## config.mk

```make
export PLATFORM = sky130hd
export DESIGN_NAME = ram_copy_engine_flat
export DESIGN_NICKNAME = d
export VERILOG_FILES = /design/src/rtl/ram_copy_engine_if.sv /design/src/rtl/ram_copy_engine.sv /design/src/flat_wrapper.sv
export SDC_FILE = /design/constraint.sdc
export NUM_CORES = 1
export LEC_CHECK = 0
export CAP_MARGIN = 10
export CORE_MARGIN = 4
export CORE_UTILIZATION = 26
export DETAILED_ROUTE_END_ITERATION = 8
export GPL_TIMING_DRIVEN = 0
export HOLD_SLACK_MARGIN = 0.03
export PLACE_DENSITY_LB_ADDON = 0.05
export SYNTH_ARGS = -nofsm -noshare
export SYNTH_HDL_FRONTEND = slang
export SYNTH_SLANG_ARGS = --single-unit
export TNS_END_PERCENT = 30
```

## constraint.sdc

```tcl
create_clock -name clk -period 2.2 [get_ports clk]
set_input_delay 0.22 -clock clk [delete_from_list [all_inputs] [get_ports clk]]
set_output_delay 0.22 -clock clk [all_outputs]
set_load 0.1 [all_outputs]
```

## src/rtl/ram_copy_engine_if.sv

```systemverilog
// RAM port bundle for the cs/we/oe synchronous RAM.
// The master drives the controls; the slave returns read data.
interface ram_copy_engine_if #(
    parameter int DATA_WIDTH = 8,
    parameter int ADDR_WIDTH = 8
);
    logic [ADDR_WIDTH-1:0] ram_address;
    logic [DATA_WIDTH-1:0] ram_din;
    logic [DATA_WIDTH-1:0] ram_dout;
    logic                  ram_cs;
    logic                  ram_we;
    logic                  ram_oe;

    modport master (
        output ram_address,
        output ram_din,
        output ram_cs,
        output ram_we,
        output ram_oe,
        input  ram_dout
    );

    modport slave (
        input  ram_address,
        input  ram_din,
        input  ram_cs,
        input  ram_we,
        input  ram_oe,
        output ram_dout
    );
endinterface

```

## src/rtl/ram_copy_engine.sv

```systemverilog
// Block copy engine: reads a word, then writes it, ascending,
// over one single-port RAM. All outputs are registered.
module ram_copy_engine #(
    parameter int DATA_WIDTH = 8,
    parameter int ADDR_WIDTH = 8
) (
    input  logic                  clk,
    input  logic                  rst,
    input  logic                  start,
    input  logic [ADDR_WIDTH-1:0] src_addr,
    input  logic [ADDR_WIDTH-1:0] dst_addr,
    input  logic [ADDR_WIDTH:0]   len,
    output logic                  busy,
    output logic                  done,
    ram_copy_engine_if.master     ram
);

    typedef enum logic [2:0] {
        IDLE,
        RD_ADDR,
        RD_DATA,
        WR,
        FIN
    } state_t;

    state_t state;
    state_t state_n;

    logic [ADDR_WIDTH-1:0] cur_src;
    logic [ADDR_WIDTH-1:0] cur_src_n;
    logic [ADDR_WIDTH-1:0] cur_dst;
    logic [ADDR_WIDTH-1:0] cur_dst_n;
    logic [ADDR_WIDTH:0]   remaining;
    logic [ADDR_WIDTH:0]   remaining_n;
    logic [DATA_WIDTH-1:0] buffer;
    logic [DATA_WIDTH-1:0] buffer_n;

    logic                  busy_q;
    logic                  busy_n;
    logic                  done_q;
    logic                  done_n;
    logic                  cs_q;
    logic                  cs_n;
    logic                  we_q;
    logic                  we_n;
    logic                  oe_q;
    logic                  oe_n;
    logic [ADDR_WIDTH-1:0] addr_q;
    logic [ADDR_WIDTH-1:0] addr_n;
    logic [DATA_WIDTH-1:0] din_q;
    logic [DATA_WIDTH-1:0] din_n;

    always_ff @(posedge clk) begin
        if (rst) begin
            state     <= IDLE;
            cur_src   <= '0;
            cur_dst   <= '0;
            remaining <= '0;
            buffer    <= '0;
            busy_q    <= 1'b0;
            done_q    <= 1'b0;
            cs_q      <= 1'b0;
            we_q      <= 1'b0;
            oe_q      <= 1'b0;
            addr_q    <= '0;
            din_q     <= '0;
        end else begin
            state     <= state_n;
            cur_src   <= cur_src_n;
            cur_dst   <= cur_dst_n;
            remaining <= remaining_n;
            buffer    <= buffer_n;
            busy_q    <= busy_n;
            done_q    <= done_n;
            cs_q      <= cs_n;
            we_q      <= we_n;
            oe_q      <= oe_n;
            addr_q    <= addr_n;
            din_q     <= din_n;
        end
    end

    // Next-state and pointer updates.
    always_comb begin
        state_n     = state;
        cur_src_n   = cur_src;
        cur_dst_n   = cur_dst;
        remaining_n = remaining;
        buffer_n    = buffer;
        unique case (state)
            IDLE: begin
                if (start) begin
                    cur_src_n   = src_addr;
                    cur_dst_n   = dst_addr;
                    remaining_n = len;
                    state_n     = (len == '0) ? FIN : RD_ADDR;
                end
            end
            RD_ADDR: begin
                state_n = RD_DATA;
            end
            RD_DATA: begin
                buffer_n = ram.ram_dout;
                state_n  = WR;
            end
            WR: begin
                cur_src_n   = cur_src + ADDR_WIDTH'(1);
                cur_dst_n   = cur_dst + ADDR_WIDTH'(1);
                remaining_n = remaining - (ADDR_WIDTH + 1)'(1);
                state_n     = (remaining > (ADDR_WIDTH + 1)'(1)) ? RD_ADDR : FIN;
            end
            FIN: begin
                state_n = IDLE;
            end
            default: begin
                state_n = IDLE;
            end
        endcase
    end

    // Outputs are decoded from the next state so they register in step with it.
    always_comb begin
        busy_n = 1'b0;
        done_n = 1'b0;
        cs_n   = 1'b0;
        we_n   = 1'b0;
        oe_n   = 1'b0;
        addr_n = addr_q;
        din_n  = din_q;
        unique case (state_n)
            IDLE: begin
                busy_n = 1'b0;
            end
            RD_ADDR, RD_DATA: begin
                busy_n = 1'b1;
                cs_n   = 1'b1;
                oe_n   = 1'b1;
                addr_n = cur_src_n;
            end
            WR: begin
                busy_n = 1'b1;
                cs_n   = 1'b1;
                we_n   = 1'b1;
                addr_n = cur_dst_n;
                din_n  = buffer_n;
            end
            FIN: begin
                busy_n = 1'b1;
                done_n = 1'b1;
            end
            default: begin
                busy_n = 1'b0;
            end
        endcase
    end

    assign busy            = busy_q;
    assign done            = done_q;
    assign ram.ram_cs      = cs_q;
    assign ram.ram_we      = we_q;
    assign ram.ram_oe      = oe_q;
    assign ram.ram_address = addr_q;
    assign ram.ram_din     = din_q;

endmodule

```

## src/flat_wrapper.sv

```systemverilog
// flat-port wrapper written by rule: the top's interface ports become plain ports
module ram_copy_engine_flat 
#(
    parameter int DATA_WIDTH = 8,
    parameter int ADDR_WIDTH = 8
)
  (clk, rst, start, src_addr, dst_addr, len, busy, done, ram_ram_address, ram_ram_din, ram_ram_cs, ram_ram_we, ram_ram_oe, ram_ram_dout);
  ram_copy_engine_if #(.DATA_WIDTH(DATA_WIDTH), .ADDR_WIDTH(ADDR_WIDTH)) ram_i ();
  input  logic clk;
  input  logic rst;
  input  logic start;
  input  logic [ADDR_WIDTH-1:0] src_addr;
  input  logic [ADDR_WIDTH-1:0] dst_addr;
  input  logic [ADDR_WIDTH:0] len;
  output logic busy;
  output logic done;
  output wire logic [$bits(ram_i.ram_address)-1:0] ram_ram_address;
  output wire logic [$bits(ram_i.ram_din)-1:0] ram_ram_din;
  output wire logic [$bits(ram_i.ram_cs)-1:0] ram_ram_cs;
  output wire logic [$bits(ram_i.ram_we)-1:0] ram_ram_we;
  output wire logic [$bits(ram_i.ram_oe)-1:0] ram_ram_oe;
  input wire logic [$bits(ram_i.ram_dout)-1:0] ram_ram_dout;
  assign ram_ram_address = ram_i.ram_address;
  assign ram_ram_din = ram_i.ram_din;
  assign ram_ram_cs = ram_i.ram_cs;
  assign ram_ram_we = ram_i.ram_we;
  assign ram_ram_oe = ram_i.ram_oe;
  assign ram_i.ram_dout = ram_ram_dout;
  ram_copy_engine #(.DATA_WIDTH(DATA_WIDTH), .ADDR_WIDTH(ADDR_WIDTH)) u_core (.clk(clk), .rst(rst), .start(start), .src_addr(src_addr), .dst_addr(dst_addr), .len(len), .busy(busy), .done(done), .ram(ram_i));
endmodule
```

# Word-level counts from Yosys, hierarchy flattened
# Cells that the tools add are included.
op_classes:
  add_sub_neg: 3
  mux: 17
  n_reduce_logical: 8
  n_lt_le_gt_ge: 1
  n_eq_ne: 8
op_table:
  columns: ["op", "n"]
  rows:
  - ["one-hot mux 8 bit (2 select lines)", 3]
  - ["two-way mux 8 bit", 3]
  - ["one-hot mux 9 bit (2 select lines)", 1]
  - ["adder 8 x 1 -> 8 bit (second input constant)", 2]
  - ["== test 3 x 2 -> 1 bit (second input constant)", 4]
  - ["one-hot mux 3 bit (4 select lines)", 1]
  - ["greater-than comparator 9 x 1 -> 1 bit (second input constant)", 1]
  - ["zero test 9 bit", 1]
  - ["two-way mux 3 bit", 3]
  - ["two-way mux 9 bit", 1]
  - ["subtractor 9 x 1 -> 9 bit (second input constant)", 1]
  - ["== test 3 x 1 -> 1 bit (second input constant)", 2]
  - ["two-way mux 1 bit", 5]
  - ["nonzero test 2 bit", 2]
  - ["OR reduction 4 bit", 1]
  - ["== test 3 bit (second input constant)", 1]
  - ["zero test 3 bit", 1]
  - ["OR reduction 3 bit", 1]
  - ["!= test 2 bit (second input constant)", 1]
  - ["AND reduction 2 bit", 1]
  - ["OR reduction 2 bit", 1]
totals:
  regBits: 57
  output_inout_bits: 21
  in_bits: 36
  elab_cells: 49

# Depth between registers and ports, before layout
depth:
  word_depth: 7
  depth_mapped: 8
  mapped_depth_nobuf: 7

# Least setup slack after synthesis
# Ideal clock, no wire load.
synth_path:
  path_kind: "flip-flop to flip-flop"
  start: "register u_core.remaining[5]"
  end: "register u_core.addr_q[6] (netlist: u_core.ram.ram_address[6])"
  t_arrival_ns: 1.862
  path_buffers: 1
  path_slack_ns: 0.243
  path_stages_with_launch: 7
  path_cell_list: "dfxtp_1 or4_4 or4_4 a21oi_4 buf_6 nand3b_1 o311ai_1"
synth_between:
  elab_chain_len: 6
  elab_cells_between_ends: 9
  cone_classes: "order compare: 1; eq/ne: 3; mux: 3; reduce/logical: 2"
synth_rtl:
  columns: ["element", "line", "text"]
  rows:
  - ["start, declared", "ram_copy_engine.sv:33", "logic [ADDR_WIDTH:0] remaining;"]
  - ["start signal, assigned", "ram_copy_engine.sv:71", "remaining <= remaining_n;"]
  - ["greater-than comparator 9 x 1 -> 1 bit *", "ram_copy_engine.sv:110", "state_n = (remaining > (ADDR_WIDTH + 1)'(1)) ? RD_ADDR : FIN;"]
  - ["two-way mux 3 bit *", "ram_copy_engine.sv:110", null]
  - ["one-hot mux 3 bit (4 select lines) *", "ram_copy_engine.sv:90", "unique case (state)"]
  - ["== test 3 x 1 -> 1 bit / == test 3 x 2 -> 1 bit (equally long branches)", "ram_copy_engine.sv:130", "unique case (state_n)"]
  - ["OR reduction 2 bit", null, null]
  - ["one-hot mux 8 bit (2 select lines) / nonzero test 2 bit (equally long branches)", null, null]
  - ["end signal, assigned", "ram_copy_engine.sv:78", "addr_q <= addr_n;"]
  - ["end, declared", "ram_copy_engine.sv:48", "logic [ADDR_WIDTH-1:0] addr_q;"]
# Mark *: on every way between the ends. The rest lies on a longest branch, timed or not.
# A chain may end at the register's enable or synchronous reset.

# Worst setup path in the final report
layout_path:
  start: "register u_core.remaining[5]"
  end: "register u_core.addr_q[2] (netlist: u_core.ram.ram_address[2])"
# Same word-level chain as after synthesis.

==> results.sh <==
export IMPL_htreeDepth=2
export IMPL_ys_seq_area_share_pct=40.5
export IMPL_status="completed"
export IMPL_rsz0062_at_grt="true"
export IMPL_io_pins=57
export IMPL_critPathKind="reg2reg"
export IMPL_synth_area_leaders="dfxtp_1 (41%), a21oi_1 (6.4%), nand2_1 (5.7%), nor2_1 (4.0%), clkbuf_1 (2.6%)"
export IMPL_cts_clk_slew_worst_paths_ns=0.10
export IMPL_drt_iter0_drc=94
export IMPL_cap_violations=0
export IMPL_dieArea_mm2=0.0109
export IMPL_antenna_cells=0
export IMPL_crit_top_cell="or4_4"
export IMPL_rows=34
export IMPL_coreArea_mm2=0.00889
export IMPL_cts_buffer_depth=2
export IMPL_ys_ff_latch=49
export IMPL_internal_power_mw=1.76
export IMPL_cts_tree="done"
export IMPL_cts_made_buffers=5
export IMPL_critPathMaxFanout=6
export IMPL_fin_crit_ns=2.13
export IMPL_worstMarginPinSlew_ns=0.983
export IMPL_synth_edff_count=0
export IMPL_regArea_um2=982
export IMPL_fin_crit_sh_pct=96.7
export IMPL_drc=0
export IMPL_cp_buffers_inverters=1
export IMPL_syn_num_nets=338
export IMPL_clock_latency_ns=0.32
export IMPL_worstSetupEndpointType="register"
export IMPL_firstDrtPassIters=4
export IMPL_power_frac_clock_pct=17.5
export IMPL_cp_slowest_cell="or4_4"
export IMPL_fin_nets=401
export IMPL_worst_ep_arrival_time_ns=2.33
export IMPL_wirelength_mm=8.41
export IMPL_grt_pass1_vias=2401
export IMPL_syn_avg_cell_area_um2=8.12
export IMPL_viasPerCell=5.32
export IMPL_power_total_mw=3.28
export IMPL_grt_max_degree=16
export IMPL_postPlaceCellArea_mm2=0.00311
export IMPL_die_x_um=104
export IMPL_overflow=0
export IMPL_grtUsageTotal_pct=15.5
export IMPL_hold_class="in2reg"
export IMPL_fin_util_pct=36.6
export IMPL_grt_first_pass_wirelength_mm=13.3
export IMPL_finalWorstSetupSlack_ns=0.0734
export IMPL_start_kind="register"
export IMPL_switching_share_pct=46.4
export IMPL_seq_power_share_pct=35.0
export IMPL_async_flop_share_pct=0
export IMPL_slew_headroom_pct=34.3
export IMPL_ir_worst_vdd_mv=0.368
export IMPL_syn_inst=298
export IMPL_synth_most_common_cell="dfxtp_1"
export IMPL_clock_sinks=49
export IMPL_port_buffers=55
export IMPL_p_per_area_mw_per_mm2=1010
export IMPL_drive_above_1_share_pct=10.2
export IMPL_syn_cell_area_mm2=0.00242
export IMPL_dieHeight_um=104
export IMPL_hpwl_mm=5.98
export IMPL_setup_violations=0
export IMPL_p_sw_mw=1.52
export IMPL_wl_per_cell_um=17.9
export IMPL_power_frac_comb_pct=47.6
export IMPL_ys_warn_count=0
export IMPL_yosys_area_top_type="dfxtp_1"
export IMPL_multi_input_area_mm2=0.00133
export IMPL_synthFlopType="dfxtp_1"
export IMPL_pre_cts_ws_ns=-0.295
export IMPL_hold_viol_final=0
export IMPL_cts_root_buffer="clkbuf_8"
export IMPL_antenna_found_initial=0
export IMPL_area_delta_synth_final_pct=34.4
export IMPL_p_leak_nw=1.12
export IMPL_finalClockSkew_ns=0.00883
export IMPL_synth_distinct_cells=53
export IMPL_path_delay_family="simple AND/OR/NAND/NOR gates"
export IMPL_path_cells="or4_4 > or4_4 > a21oi_4 > buf_6 > nand3b_1 > a21oi_2"
export IMPL_fmax_mhz=470
export IMPL_fillers=938
export IMPL_slew_viol_final=0
export IMPL_start_util_pct=27.2
export IMPL_synth_top_cells_by_count="dfxtp_1 (49), nand2_1 (37), a21oi_1 (31)"
export IMPL_required_ns=2.40
export IMPL_fin_area_mm2=0.00325
export IMPL_ant_nets=0
export IMPL_synth_top_area_share_pct=40.5
export IMPL_routabilityCongestion=0.809
export IMPL_vias=2499
export IMPL_slowest_delay_ns=0.55
export IMPL_whs_ns=0.387
repair_timing:
item | CTS | global route
gates resized for setup | 7 | 20
buffers inserted | 0 | 2
pin swaps | 1 | 2
hold endpoints to repair | 0 | 0
setup endpoints to repair | 19 | 24
hold buffers | 0 | 0
cells by family after synthesis:
| group | after synthesis | synth area share [%] |
|---|---|---|
| DFF | 49 | 40.5 |
| adders and majority gates | 4 | 2.07 |
| buffers and inverters | 31 | 5.63 |
| muxes | 1 | 0.465 |
| AOI/OAI and AO/OA | 84 | 23.9 |
| and+or+nand+nor | 128 | 27.0 |
| xor gates and xnor gates | 1 | 0.362 |
placed cells by master (no fill, tap or decap), types with 4 or more instances in the layout:
cell and instances:
clkdlybuf4s50_1 55, dfxtp_1 48, nand2_1 37, a21oi_1 31, nor2_1 25, clkbuf_1 12, nor3_1 11, nand3_1 10
nand3b_1 8, a31oi_1 8, o21ai_0 8, inv_1 6, nand4_1 6, o41ai_1 5, or3_1 5, clkbuf_8 5
buf_2 4, o211ai_1 4, a221oi_1 4, ha_1 4
flip-flops by register name (all words and copies together), names as in the netlist:
name / cells
u_core.remaining: 9
u_core.cur_dst: 8
u_core.cur_src: 8
u_core.ram.ram_address: 8
u_core.ram.ram_din: 8
u_core.state: 3
u_core.busy: 1
u_core.done: 1
u_core.ram.ram_cs: 1
u_core.ram.ram_oe: 1
u_core.ram.ram_we: 1
stage by stage:
| step | cells | setup TNS [ns] |
|---|---|---|
| 3_3_place_gp | 461 | -5.16 |
| 2_1_floorplan | 298 | 0 |
| 3_5_place_dp | 461 | -4.26 |
| 4_1_cts | 469 | 0 |
| 6_report | 470 | 0 |
| 5_1_grt | 470 | -0.00523 |
power groups by stage:
| stage | clock network [mW] | registers [mW] | logic (mW) |
|---|---|---|---|
| global route | 0.620 | 1.17 | 1.67 |
| detailed placement | 0 | 1.16 | 1.50 |
| floorplan | 0 | 1.64 | 0.574 |
| finish | 0.573 | 1.15 | 1.56 |
| CTS | 0.589 | 1.14 | 1.52 |
| global placement | 0 | 1.16 | 1.50 |
final timing paths:
kind,slack (ns),to,cells after the start,start
min reg2reg,0.46,u_core.ram.ram_address[2],2,u_core.ram.ram_address[2]
max,0.07,u_core.ram.ram_address[2],6,u_core.remaining[5]
min,0.39,u_core.ram.ram_address[3],2,rst
max reg2reg,0.07,u_core.ram.ram_address[2],6,u_core.remaining[5]
final cells by class:
type,instances,area share (%)
timing repair buffer,57,17.5
clock inverter,2,0.423
inverter,6,0.692
multi-input combinational,218,40.9
tap,108,4.15
clock buffer,6,2.23
sequential,49,30.2
buffer,24,3.96
metal layers:
| metal | routed length, µm | share of wire, % | GRT usage [%] |
|---|---|---|---|
| met1 | 4060 | 48 | 21.8 |
| met2 | 3660 | 44 | 23.2 |
| met3 | 609 | 7.2 | 3.54 |
| met4 | 85 | 1.0 | 4.94 |
| met5 | 0 | 0 | 0 |
No activity file was read; power rests on OpenSTA's default activity.
